<file path="config.mk">
export PLATFORM = sky130hd
export DESIGN_NAME = pipo_write_arbiter
export DESIGN_NICKNAME = d
export VERILOG_FILES = /design/src/rtl/pipo_write_arbiter.sv
export SDC_FILE = /design/constraint.sdc
export NUM_CORES = 1
export LEC_CHECK = 0
export CAP_MARGIN = 30
export CORE_MARGIN = 3
export CORE_UTILIZATION = 52
export CTS_CLUSTER_SIZE = 16
export DETAILED_ROUTE_END_ITERATION = 12
export GPL_ROUTABILITY_DRIVEN = 0
export PLACE_DENSITY = 0.86
export SLEW_MARGIN = 10
export SYNTH_ARGS = -nofsm -noshare
export SYNTH_HDL_FRONTEND = slang
export SYNTH_SLANG_ARGS = --single-unit
</file>
<file path="constraint.sdc">
create_clock -name clk -period 6.6 [get_ports clk]
set_input_delay 0.66 -clock clk [delete_from_list [all_inputs] [get_ports clk]]
set_output_delay 0.66 -clock clk [all_outputs]
set_load 0.01 [all_outputs]
</file>
<file path="src/rtl/pipo_write_arbiter.sv">
// pipo_write_arbiter: round-robin arbiter driving a shared PIPO register's load/p_in; `PIPO_ARB_LOCK_EN adds a per-requester lock input
module pipo_write_arbiter #(
  parameter int NUM_REQ = 4,
  parameter int WIDTH   = 4,
  parameter int HOLD    = 2
) (
  input  logic                     clk,
  input  logic                     rst,
  input  logic [NUM_REQ-1:0]       req,
  input  logic [NUM_REQ*WIDTH-1:0] wdata,
`ifdef PIPO_ARB_LOCK_EN
  input  logic [NUM_REQ-1:0]       lock,
`endif
  output logic [NUM_REQ-1:0]       gnt,
  output logic                     load,
  output logic [WIDTH-1:0]         p_in,
  output logic [2:0]               owner,
  output logic                     owner_vld,
  output logic                     busy
);
  typedef enum logic [1:0] {IDLE, LOAD, HLD} state_t;
  localparam logic [3:0] HM1 = 4'(HOLD == 0 ? 0 : HOLD - 1);
  state_t state;
  logic [2:0] rr_ptr, win, win_r, idx;
  logic [3:0] cnt;
  logic [NUM_REQ-1:0] elig;
  logic lk_cap;
`ifdef PIPO_ARB_LOCK_EN
  logic locked, lk_hit;
  logic [2:0] lk_id;
  assign elig   = locked ? (req & (NUM_REQ'(1) << lk_id)) : req;
  assign lk_hit = |(lock & (NUM_REQ'(1) << win));
`else
  assign elig = req;
`endif
  // first eligible requester searching upward from rr_ptr with wrap
  always_comb begin
    win = '0;
    idx = '0;
    for (int k = NUM_REQ - 1; k >= 0; k--) begin
      idx = 3'((int'(rr_ptr) + k) % NUM_REQ);
      win = |(elig & (NUM_REQ'(1) << idx)) ? idx : win;
    end
  end
  // IDLE -> LOAD -> HOLD -> IDLE with every output registered
  always_ff @(posedge clk) begin
    if (rst) begin
      state     <= IDLE;
      load      <= 1'b0;
      p_in      <= '0;
      gnt       <= '0;
      owner     <= '0;
      owner_vld <= 1'b0;
      busy      <= 1'b0;
      rr_ptr    <= '0;
      cnt       <= '0;
      win_r     <= '0;
      lk_cap    <= 1'b0;
`ifdef PIPO_ARB_LOCK_EN
      locked    <= 1'b0;
      lk_id     <= '0;
`endif
    end else begin
      case (state)
        IDLE: if (|elig) begin
          state <= LOAD;
          p_in  <= WIDTH'(wdata >> (int'(win) * WIDTH));
          load  <= 1'b1;
          gnt   <= NUM_REQ'(1) << win;
          busy  <= 1'b1;
          win_r <= win;
`ifdef PIPO_ARB_LOCK_EN
          lk_cap <= lk_hit;
          locked <= lk_hit;
          lk_id  <= win;
`endif
        end
        LOAD: begin
          load      <= 1'b0;
          gnt       <= '0;
          owner     <= win_r;
          owner_vld <= 1'b1;
          rr_ptr    <= lk_cap ? rr_ptr : 3'((int'(win_r) + 1) % NUM_REQ);
          cnt       <= '0;
          state     <= (HOLD == 0) ? IDLE : HLD;
          busy      <= (HOLD != 0);
        end
        HLD: begin
          state <= (cnt == HM1) ? IDLE : HLD;
          busy  <= (cnt != HM1);
          cnt   <= cnt + 4'd1;
        end
        default: state <= IDLE;
      endcase
    end
  end
endmodule

</file>
======== Word-level counts from Yosys, hierarchy flattened ========
Index checks and enable logic that the tools add are counted.
word-level totals
  register bits ........................... 25
  output and inout port bits .............. 14
  logic and storage cells ................. 61
cells by class
  $add $sub $neg .......................... 5
  equal/unequal tests ..................... 5
  shift-type cells ........................ 6
  muxes and demuxes ....................... 13
  bitwise operators ....................... 7
  reductions and logical operators ........ 15
operators with widths
  kind                                                    count
  OR reduction 4 bit                                      5
  bitwise AND 4 bit                                       4
  case mux 4 bit (2 select lines)                         2
  << shifter 1 x 3 -> 4 bit (first input constant)        4
  >> shifter 16 x 5 -> 4 bit                              1
  two-way mux 3 bit                                       4
  case mux 2 bit (3 select lines)                         1
  AND reduction 2 bit                                     3
  OR reduction 2 bit                                      3
  adder 2 x 1 -> 2 bit (second input constant)            2
  adder 2 bit (second input constant)                     2
  adder 4 x 1 -> 4 bit (second input constant)            1
  == test 4 x 1 -> 1 bit (second input constant)          1
  two-way mux 2 bit                                       2
  two-way mux 4 bit                                       1
  inequality test 4 x 1 -> 1 bit (second input constant)  1
  nonzero test 2 bit                                      2
  << shifter 1 x 2 -> 4 bit (first input constant)        1
  bitwise AND 1 bit (first input constant)                3
  case mux 1 bit (3 select lines)                         1
  nonzero test 3 bit                                      1
  == test 2 x 1 -> 1 bit (second input constant)          1
  == test 2 bit (second input constant)                   1
  zero test 2 bit                                         1
  3 further kinds                                         3

======== Longest topological paths before layout ========
  word-level depth ........................ 13
  gate-level depth with buffers ........... 8
  mapped depth without buffers ............ 8

======== Worst setup path before layout ========
OpenSTA, ideal clock, no wires.
  kind .................................... reg2reg
  from .................................... register rr_ptr[1]
  to ...................................... register p_in[1]
  library setup time ...................... 0.079 ns
  arrival ................................. 2.231 ns
  slack ................................... 4.290 ns
  cell stages (with the launch flop) ...... 9
  buffers on the path ..................... 0
  period minus slack after synthesis ...... 2.310 ns
  cells stage by stage .................... dfxtp_1 inv_1 ha_1 a22o_1 a221oi_4 o41ai_4 a221oi_4 o221ai_1 a211oi_2
on the way
  cells in the longest elaborated chain, start to end .. 11
  elaborated cells between the ends (all ways) .. 26
ends and longest elaborated chain
  what                                 line  source
  from (decl)                          24    logic [2:0] rr_ptr, win, win_r, idx;
  from (signal assigned)               83    rr_ptr <= lk_cap ? rr_ptr : 3'((int'(win_r) + 1) % NUM_REQ);
  adder 2 bit                          41    idx = 3'((int'(rr_ptr) + k) % NUM_REQ);
  OR reduction 2 bit (no source line)  -
  bitwise AND 1 bit (no source line)   -
  << shifter 1 x 3 -> 4 bit            42    win = |(elig & (NUM_REQ'(1) << idx)) ? idx : win;
  bitwise AND 4 bit                    42
  OR reduction 4 bit                   42
  two-way mux 3 bit (3 in a row)       42
  two-way mux 3 bit *                  42
  >> shifter 16 x 5 -> 4 bit *         67    p_in <= WIDTH'(wdata >> (int'(win) * WIDTH));
  to (signal assigned)                 67
  to (decl)                            16    output logic [WIDTH-1:0] p_in,
Mark *: on every way between the ends. The rest lies on a longest branch, timed or not.
A chain may end at the register's enable or synchronous reset.

======== Final worst setup path ========
Ends and elaborated chain as after synthesis.

==> metrics.yaml <==
outcome: "complete, no violations"
area_delta_synth_final_pct: 27.8
synth_fp_nets: 182
dr.pass1.iters: 5
ys_seq_area_frac: 0.335
skew_ps: 3.94
r2r.worst_path.cells: 8
grt_antenna_before_repair: 0
ir_drop_uv: 247
grt_setup_unrepaired: "no"
initial_core_util: 0.550
cap_viol_max_count: 0
ys_ff_latch: 23
layout_common_cells: "clkdlybuf4s50_1 (34), nor2_1 (25), dfxtp_1 (23)"
ctsHoldBuffers: 0
dpl.hpwl_um: 2540
ioPinCount: 36
die_area_um2: 3300
synth_area_um2: 1380
nets: 216
synth-main-ff-cell: "dfxtp_1"
syn_inst: 149
grt_pass1_wl_um: 5490
timing.rr.end: "p_in[1]$_SDFFE_PP0P_"
avgSynthCellArea_um2: 9.23
r2r_slack_ps: 3850
clkTransAtPathRegs_ps: 130
track_usage: 0.212
worstPathRequired_ps: 6830
p_per_area_nw_per_um2: 285
postCtsSetupBuffers: 0
worstReg2RegStart: "rr_ptr[1]$_SDFFE_PP0P_"
mostFrequentLayoutCell: "clkdlybuf4s50_1"
cp-start-kind: "register"
drive_gt1_frac: 0.0879
ctsLongestPathBuffers: 2
row_count: 18
num_vias: 1306
htree_levels: 1
yosys_warnings: 0
wirelength_um: 3330
cts_buffers: 3
root_buffer: "clkbuf_4"
clock-sinks: 23
die_h_um: 57.4
power_leakage_nw: 0.652
whs_ps: 508
path_class: "register to register"
period_minus_slack_ps: 2750
fmaxAchievable_mhz: 364
hold_class: "register to register"
overflow: 0
finalMaxSlewViolations: 0
vias_per_cell: 6.16
synth-edff-count: 0
worstPathCellList: "inv_1, ha_1, a22o_1, a221oi_4, o41ai_4, a221oi_4, o221ai_1, a211oi_2"
tightestPinTransition_ps: 876
min_from: "busy$_SDFFE_PP0P_"
hold_depth: 2
antenna_left: 0
crit_fanout: 7
period_share: 0.417
die_w_um: 57.4
hold_viol: 0
drc: 0
setup_viol: 0
initialDrtViolationCount: 61
grt_pass1_vias: 1265
fin_setup_tns_ps: 0
routedWlPerCell_um: 15.7
grt_max_degree: 24
io_buffers: 34
crit_path_end_kind: "register"
maxSlewHeadroom: 0.414
clkLatencyLatePin_ps: 320
cts_tree: "yes"
ys_async_sr_fraction: 0
critPathMaxStageDelay_ps: 530
cp.arrival_ps: 2980
hold_end: "busy$_SDFFE_PP0P_"
slowest_stage: "dfxtp_1"
post_cts_resized: 0
antennaDiodeCount: 0
core_area_um2: 2500
cpMostUsedCell: "a221oi_4"
synthDistinctLibCells: 41
==> per-stage QoR <==
stage	setup WS [ps]	total power, mW	cell area [µm²]	utilization	cells
6_report	3850	0.500	1760	0.703	212
5_1_grt	3600	0.532	1760	0.703	212
4_1_cts	3900	0.499	1760	0.703	212
3_5_place_dp	3580	0.432	1730	0.692	208
3_3_place_gp	3690	0.423	1730	0.692	208
2_1_floorplan	4290	0.351	1380	-	149
==> worst max-delay path by stage <==
stage,start,to,slack (ps),cells after the start
floorplan,rr_ptr[1]$_SDFFE_PP0P_,p_in[1]$_SDFFE_PP0P_,4290,8
global placement,req[3],p_in[0]$_SDFFE_PP0P_,3690,7
detailed placement,req[3],p_in[2]$_SDFFE_PP0P_,3580,7
CTS,rr_ptr[1]$_SDFFE_PP0P_,p_in[1]$_SDFFE_PP0P_,3900,8
global route,req[3],p_in[0]$_SDFFE_PP0P_,3600,7
finish,rr_ptr[1]$_SDFFE_PP0P_,p_in[1]$_SDFFE_PP0P_,3850,8
==> cell usage after synthesis (2+ instances only) <==
library cell / instances / share of area
ha_1: 11 / 0.10
clkbuf_1: 3 / 0.0082
nor2b_1: 2 / 0.0091
a211oi_1: 7 / 0.038
a22o_1: 3 / 0.019
nor2_1: 25 / 0.068
nand2_1: 7 / 0.019
mux2i_1: 2 / 0.015
inv_1: 6 / 0.016
a31oi_1: 2 / 0.0091
a221oi_4: 2 / 0.038
mux2_2: 2 / 0.016
a21oi_1: 6 / 0.022
a32oi_1: 4 / 0.025
o221ai_1: 8 / 0.051
o211a_1: 2 / 0.015
a211oi_2: 2 / 0.018
o21ai_0: 3 / 0.011
o211ai_1: 2 / 0.011
dfxtp_1: 23 / 0.33
a22oi_1: 4 / 0.022
o21bai_1: 2 / 0.011
nand3_1: 3 / 0.011
==> final cells by class <==
class                   count  area, µm²
repair buffers             34        340
multi-input cells         115        870
well taps                  30       37.5
flip-flops and latches     23        460
clock buffers               4       26.3
inverters                   6       22.5
fillers                   197        743
==> sequential cells by signal (all words and copies together), names as in the netlist <==
name and flops:
rr_ptr 2, p_in 4, gnt 4, owner_vld 1
load 1, owner 2, state 2, busy 1
win_r 2, cnt 4
==> routing by layer <==
layer  vias to the layer above  global-route usage  routed length (µm)
met4                         0               0.109                  86
met5                         -                   0                   0
li1                        631                   -                   -
met2                        35               0.368                1670
met3                        10              0.0317                 107
met1                       630               0.249                1470
==> worst max-delay path, delay by kind of cell (launching register included) <==
family | cells | cell delay (ps)
adder cells (fa/ha/maj) | 1 | 240
flip-flops | 1 | 530
buffers and inverters | 1 | 140
AO/OA/AOI/OAI | 6 | 1740
==> where the power goes <==
| part | switching [mW] | internal [mW] |
|---|---|---|
| combinational | 0.133 | 0.119 |
| clock | 0.0439 | 0.0237 |
| sequential | 0.0182 | 0.163 |
| total | 0.195 | 0.305 |
==> logic make-up (layout without fill, tap and decap cells) <==
logic type               after synthesis  count (layout)  share of synthesized area
flip-flops                            23              23                      0.335
AO/OA/AOI/OAI                         52              52                      0.338
multiplexers                           4               4                     0.0309
buffers and inverters                 11              44                     0.0328
XOR/XNOR                               1               1                    0.00637
adder cells (fa/ha/maj)               11              11                      0.100
other                                  1               1                    0.00273
AND/OR/NAND/NOR                       46              46                      0.155
Power figures use the tool's default switching activity.
